## config.mk

```make
export PLATFORM = sky130hd
export DESIGN_NAME = uart_tx_serializer
export DESIGN_NICKNAME = d
export VERILOG_FILES = /design/src/rtl/uart_pkg.sv /design/src/rtl/uart_baud_tick.sv /design/src/rtl/uart_tx_serializer.sv
export SDC_FILE = /design/constraint.sdc
export NUM_CORES = 1
export LEC_CHECK = 0
export ABC_AREA = 1
export BUFFER_PORTS_ARGS = -buffer_cell sky130_fd_sc_hd__buf_4
export CORE_UTILIZATION = 54
export CTS_CLUSTER_DIAMETER = 60
export DETAILED_ROUTE_END_ITERATION = 16
export HOLD_SLACK_MARGIN = 0.08
export PLACE_DENSITY = 0.83
export SYNTH_ARGS = -nofsm -noshare
export SYNTH_HDL_FRONTEND = slang
export SYNTH_SLANG_ARGS = --single-unit
```

## constraint.sdc

```tcl
create_clock -name sysclk -period 1.4 [get_ports sysclk]
set_input_delay 0.28 -clock sysclk [delete_from_list [all_inputs] [get_ports sysclk]]
set_output_delay 0.28 -clock sysclk [all_outputs]
set_load 0.01 [all_outputs]
```

## src/rtl/uart_pkg.sv

```systemverilog
// Shared definitions for the UART transmit/receive blocks.
package uart_pkg;

  localparam int unsigned DEFAULT_CLKS_PER_BIT = 10416;  // 100 MHz / 9600 baud
  localparam int unsigned DATA_BITS            = 8;
  localparam int unsigned BAUD_CNT_W           = 16;     // covers CLKS_PER_BIT up to 65535

  typedef enum logic [2:0] {
    ST_IDLE   = 3'd0,
    ST_START  = 3'd1,
    ST_DATA   = 3'd2,
    ST_PARITY = 3'd3,
    ST_STOP   = 3'd4
  } tx_state_e;

endpackage

```

## src/rtl/uart_baud_tick.sv

```systemverilog
// Free-running bit-period divider: counts 0..CLKS_PER_BIT-1, pulses tick on
// the terminal count, and restarts from 0 on a synchronous clear.
module uart_baud_tick
  import uart_pkg::*;
#(
  parameter int unsigned CLKS_PER_BIT = DEFAULT_CLKS_PER_BIT
) (
  input  logic                  clk,
  input  logic                  rst,
  input  logic                  clr,
  output logic                  tick,
  output logic [BAUD_CNT_W-1:0] cnt
);

  localparam logic [BAUD_CNT_W-1:0] TERM = BAUD_CNT_W'(CLKS_PER_BIT - 1);

  logic [BAUD_CNT_W-1:0] cnt_q, cnt_d;

  // Next count: wrap on terminal count or clear.
  always_comb begin
    cnt_d = cnt_q + BAUD_CNT_W'(1);
    if (clr || (cnt_q == TERM)) begin
      cnt_d = '0;
    end
  end

  // Counter register.
  always_ff @(posedge clk or posedge rst) begin
    if (rst) begin
      cnt_q <= '0;
    end else begin
      cnt_q <= cnt_d;
    end
  end

  assign tick = (cnt_q == TERM) && !clr;
  assign cnt  = cnt_q;

endmodule

```

## src/rtl/uart_tx_serializer.sv

```systemverilog
// UART transmit engine: start bit, 8 data bits LSB-first, optional parity,
// one stop bit. All outputs are registered.
module uart_tx_serializer
  import uart_pkg::*;
#(
  parameter int unsigned CLKS_PER_BIT = DEFAULT_CLKS_PER_BIT,
  parameter bit          PARITY_EN    = 1'b0,
  parameter bit          PARITY_ODD   = 1'b0
) (
  input  logic       sysclk,
  input  logic       reset,
  input  logic [7:0] tx_data,
  input  logic       tx_start,
  output logic       tx_out,
  output logic       tx_busy,
  output logic       tx_done
);

  localparam logic [BAUD_CNT_W-1:0] PRE_TERM = BAUD_CNT_W'(CLKS_PER_BIT - 2);
  localparam logic [2:0]            LAST_BIT = 3'(DATA_BITS - 1);

  tx_state_e              state_q, state_d;
  logic [2:0]             bit_idx_q, bit_idx_d;
  logic [DATA_BITS-1:0]   shift_q, shift_d;
  logic                   parity_q, parity_d;
  logic                   tx_out_q, tx_out_d;
  logic                   busy_q, busy_d;
  logic                   done_q, done_d;
  logic                   baud_tick;
  logic [BAUD_CNT_W-1:0]  baud_cnt;

  uart_baud_tick #(
    .CLKS_PER_BIT (CLKS_PER_BIT)
  ) u_baud (
    .clk  (sysclk),
    .rst  (reset),
    .clr  (state_q == ST_IDLE),
    .tick (baud_tick),
    .cnt  (baud_cnt)
  );

  // Next-state, datapath and registered-output lookahead.
  always_comb begin
    state_d   = state_q;
    bit_idx_d = bit_idx_q;
    shift_d   = shift_q;
    parity_d  = parity_q;

    unique case (state_q)
      ST_IDLE: begin
        if (tx_start) begin
          shift_d  = tx_data;
          parity_d = (^tx_data) ^ PARITY_ODD;
          state_d  = ST_START;
        end
      end
      ST_START: begin
        if (baud_tick) begin
          bit_idx_d = '0;
          state_d   = ST_DATA;
        end
      end
      ST_DATA: begin
        if (baud_tick) begin
          shift_d   = shift_q >> 1;
          bit_idx_d = bit_idx_q + 3'd1;
          if (bit_idx_q == LAST_BIT) begin
            state_d = PARITY_EN ? ST_PARITY : ST_STOP;
          end
        end
      end
      ST_PARITY: begin
        if (baud_tick) begin
          state_d = ST_STOP;
        end
      end
      ST_STOP: begin
        if (baud_tick) begin
          state_d = ST_IDLE;
        end
      end
      default: state_d = ST_IDLE;
    endcase

    // Outputs are registered, so they are computed from the state being
    // entered; tx_done is raised one cycle early so it lands on the final
    // stop-bit cycle, and tx_busy drops in that same cycle.
    unique case (state_d)
      ST_START:  tx_out_d = 1'b0;
      ST_DATA:   tx_out_d = shift_d[0];
      ST_PARITY: tx_out_d = parity_d;
      default:   tx_out_d = 1'b1;
    endcase

    done_d = (state_q == ST_STOP) && (baud_cnt == PRE_TERM);
    busy_d = (state_d != ST_IDLE) && !done_d;
  end

  // State and output registers.
  always_ff @(posedge sysclk or posedge reset) begin
    if (reset) begin
      state_q   <= ST_IDLE;
      bit_idx_q <= '0;
      shift_q   <= '0;
      parity_q  <= 1'b0;
      tx_out_q  <= 1'b1;
      busy_q    <= 1'b0;
      done_q    <= 1'b0;
    end else begin
      state_q   <= state_d;
      bit_idx_q <= bit_idx_d;
      shift_q   <= shift_d;
      parity_q  <= parity_d;
      tx_out_q  <= tx_out_d;
      busy_q    <= busy_d;
      done_q    <= done_d;
    end
  end

  assign tx_out  = tx_out_q;
  assign tx_busy = busy_q;
  assign tx_done = done_q;

endmodule

```

==> reports/metrics.cfg <==
[outcome]
status=finished, violations left
violations=setup timing

[critical_path]
critPathLaunchType=flop
path_max_fanout=5
r2r-start=u_baud.cnt[0]$_DFF_PP0_
r2r_end=tx_busy$_DFF_PP0_
endpoint=tx_busy$_DFF_PP0_
setup.worst_path.start=u_baud.cnt[0]$_DFF_PP0_
r2r_cells=10
critPathKind=flop to flop
r2r_slack_ns=-0.22
cp_data_arrival_time_ns=1.87
end_kind=flop
cp_data_required_time_ns=1.65

[floorplan]
core-area_mm2=0.00339
die_h_um=62.0
fp.dieW_um=62.0
die_area_mm2=0.00385
start_util_pct=57.4
fp-row-count=21
pin_count=14

[logic_synthesis]
synth_compound_area_share_pct=5.01
muxShareOfSynthArea_pct=0
syn_area_mm2=0.00195
synth.area.top_cells=dfrtp_1 42%, nand2_1 14%, inv_1 4.8%
syn-num-nets=262
synthSimpleGateAreaFrac_pct=34.1
ys_warn_count=0
synth_top_family_by_area=simple AND/OR/NAND/NOR gates
async_reset_ff_share_pct=100
postSynthAreaPerCell_um2=7.88
netlist_instances=247
ys_ff_latch=34
synth_cell_types=31
synth_edf_count=0
seq_area_frac_synth_pct=43.8
yosysMostFrequentCell=nand2_1
synthXorXnorAreaFrac_pct=7.65
ys_top_cells_by_count=73 x nand2_1, 33 x dfrtp_1, 25 x inv_1
yosys.area.top_type_share_pct=42.4
synthAdderAreaFrac_pct=2.57
yosysTopAreaCell=dfrtp_1
ys.flop_type=dfrtp_1

[global_route]
busiest_layer=met2
grt_max_degree=35
grt_util_met3_pct=6.83
grt_pass1_vias=1623
antenna_found_initial=0
grt_usage_pct=25.6
gr-total-overflow=0
grt_pass1_wl_mm=6.96
grtUsageMet1_pct=31.3
met2_usage_pct=41.9

[detailed_routing]
vias=1884
routedWlPerCell_um=14.8
wirelength_mm=5.03
drtIter0Drc=124
vias_per_cell=5.54
ant_nets=0
dr.pass1.iters=7
drc_errors=0

[timing]
fin_worst_skew_ns=0.0148
rsz0062_at_grt=true
max-slew-margin-rel_pct=74.4
setup_slack_ns=-0.219
post-route-period-util_pct=116
max_freq_mhz=618
tightest_slew_ns=0.382
slew_viol_final=0
finalHoldViolCount=0
tns_ns=-2.90
fin_crit_ns=1.62
finalSetupViolations=30

[clock_network]
clock_latency_ns=0.36
numCtsBuffers=5
clockBufferDepth=2
clkTransAtPathRegs_ns=0.11
cts_sinks=34
root_buffer=clkbuf_4
h-tree-depth=2
cts_tree=built

[place]
pre_cts_slack_ns=-0.0661
gp_congestion=0.924
port_buffers=13
dp_hpwl_mm=3.04
place_area_mm2=0.00227

[cells_and_area]
drive_gt1_share_pct=38.1
n_antenna_cell=0
area_delta_synth_final_pct=35.3
n_fill_cell=195
design_area_mm2=0.00264
nNetsFinal=308

[power_and_ir_drop]
power_density_mw_per_mm2=1110
ir_drop_uv=633
power.leakage_uw=0.00132

[min_path]
min-delay-start=tx_data[5]
hold_path_class=input pin to flop

[flow_run]
drv_cap=0

-- worst min path at each step --
| stage | end | slack, ns | cells past startpoint |
|---|---|---|---|
| after floorplan | shift_q[5]$_DFFE_PP0P_ | 0.41 | 2 |
| after global placement | u_baud.cnt[14]$_DFF_PP0_ | 0.35 | 3 |
| after detailed placement | u_baud.cnt[14]$_DFF_PP0_ | 0.35 | 3 |
| after CTS | shift_q[5]$_DFFE_PP0P_ | 0.16 | 3 |
| after global routing | shift_q[4]$_DFFE_PP0P_ | 0.18 | 3 |
| final | shift_q[5]$_DFFE_PP0P_ | 0.17 | 3 |
-- sequential cells by signal, indices dropped and copies added (netlist names) --
signal and count:
bit_idx_q 3, parity_q 1, shift_q 8, state_q 3, tx_busy 1, tx_done 1, tx_out 1, u_baud.cnt 16
-- cell type report --
cell class              instances  area [um^2]  share of cell area (%)
multi-input cells             180         1170                    44.6
flip-flops and latches         34          852                    32.3
repair buffers                 46          368                    14.0
inverters                      26          108                    4.08
well taps                      46         57.6                    2.18
clock buffers                   7         45.0                    1.71
clock inverters                 1         30.0                    1.14
-- cell families after synthesis --
kind of cell | after synthesis
compound gates | 17
xor+xnor | 17
fa+ha+maj | 4
buf+inv | 33
flops | 34
simple gates | 142
-- worst max-delay path, cell delays in order, from the launching register on --
cell,delay [ns]
dfrtp_1,0.37
ha_2,0.22
nand3_4,0.09
nor2_4,0.25
nand2_4,0.12
nand2_1,0.09
nand2_1,0.07
nand2_1,0.10
nand2_2,0.07
nor2_1,0.09
nor2_1,0.05
-- metrics by stage --
| step | utilization, % | hold WS, ns | cells | power [uW] |
|---|---|---|---|---|
| 2_1_floorplan | - | 0.413 | 247 | 1690 |
| 5_1_grt | 77.7 | 0.176 | 340 | 3060 |
| 4_1_cts | 70.6 | 0.161 | 334 | 2710 |
| 6_report | 77.7 | 0.166 | 340 | 2920 |
| 3_3_place_gp | 67.0 | 0.345 | 324 | 1900 |
| 3_5_place_dp | 67.0 | 0.346 | 324 | 1930 |
-- layout by cell type, fill, tap and decap left out, types with 2 or more instances in the layout --
cell	instances
nand2_2	18
clkbuf_1	2
buf_4	42
nand3_4	3
nand3_1	7
nand4_1	5
o21ai_1	2
ha_1	3
nor2_1	19
nand3_2	12
nand2_1	52
xnor2_1	7
inv_2	3
a21oi_1	6
inv_1	21
nand2_4	5
nor3_2	3
xor2_1	10
buf_6	2
clkbuf_4	5
o21ai_0	5
dfrtp_1	33
nor2_4	8
nor3_1	5
-- what timing repair did --
action,CTS,global route
hold endpoints to repair,33,0
hold buffers,1,0
gates cloned,0,0
endpoints found under the setup margin,16,32
buffers inserted,1,6
gates resized for setup,7,55
pin swaps,0,20
-- power breakdown --
| part | internal (uW) | switching (uW) | total, uW |
|---|---|---|---|
| clock network | 379 | 350 | 728 |
| registers | 1150 | 157 | 1310 |
| logic | 409 | 476 | 885 |
-- layer usage --
layer	wire [um]	vias to the layer above
met4	176	0
met3	264	20
met5	0	-
li1	-	873
met2	2590	76
met1	2000	915
(Power assumes the default switching activity.)
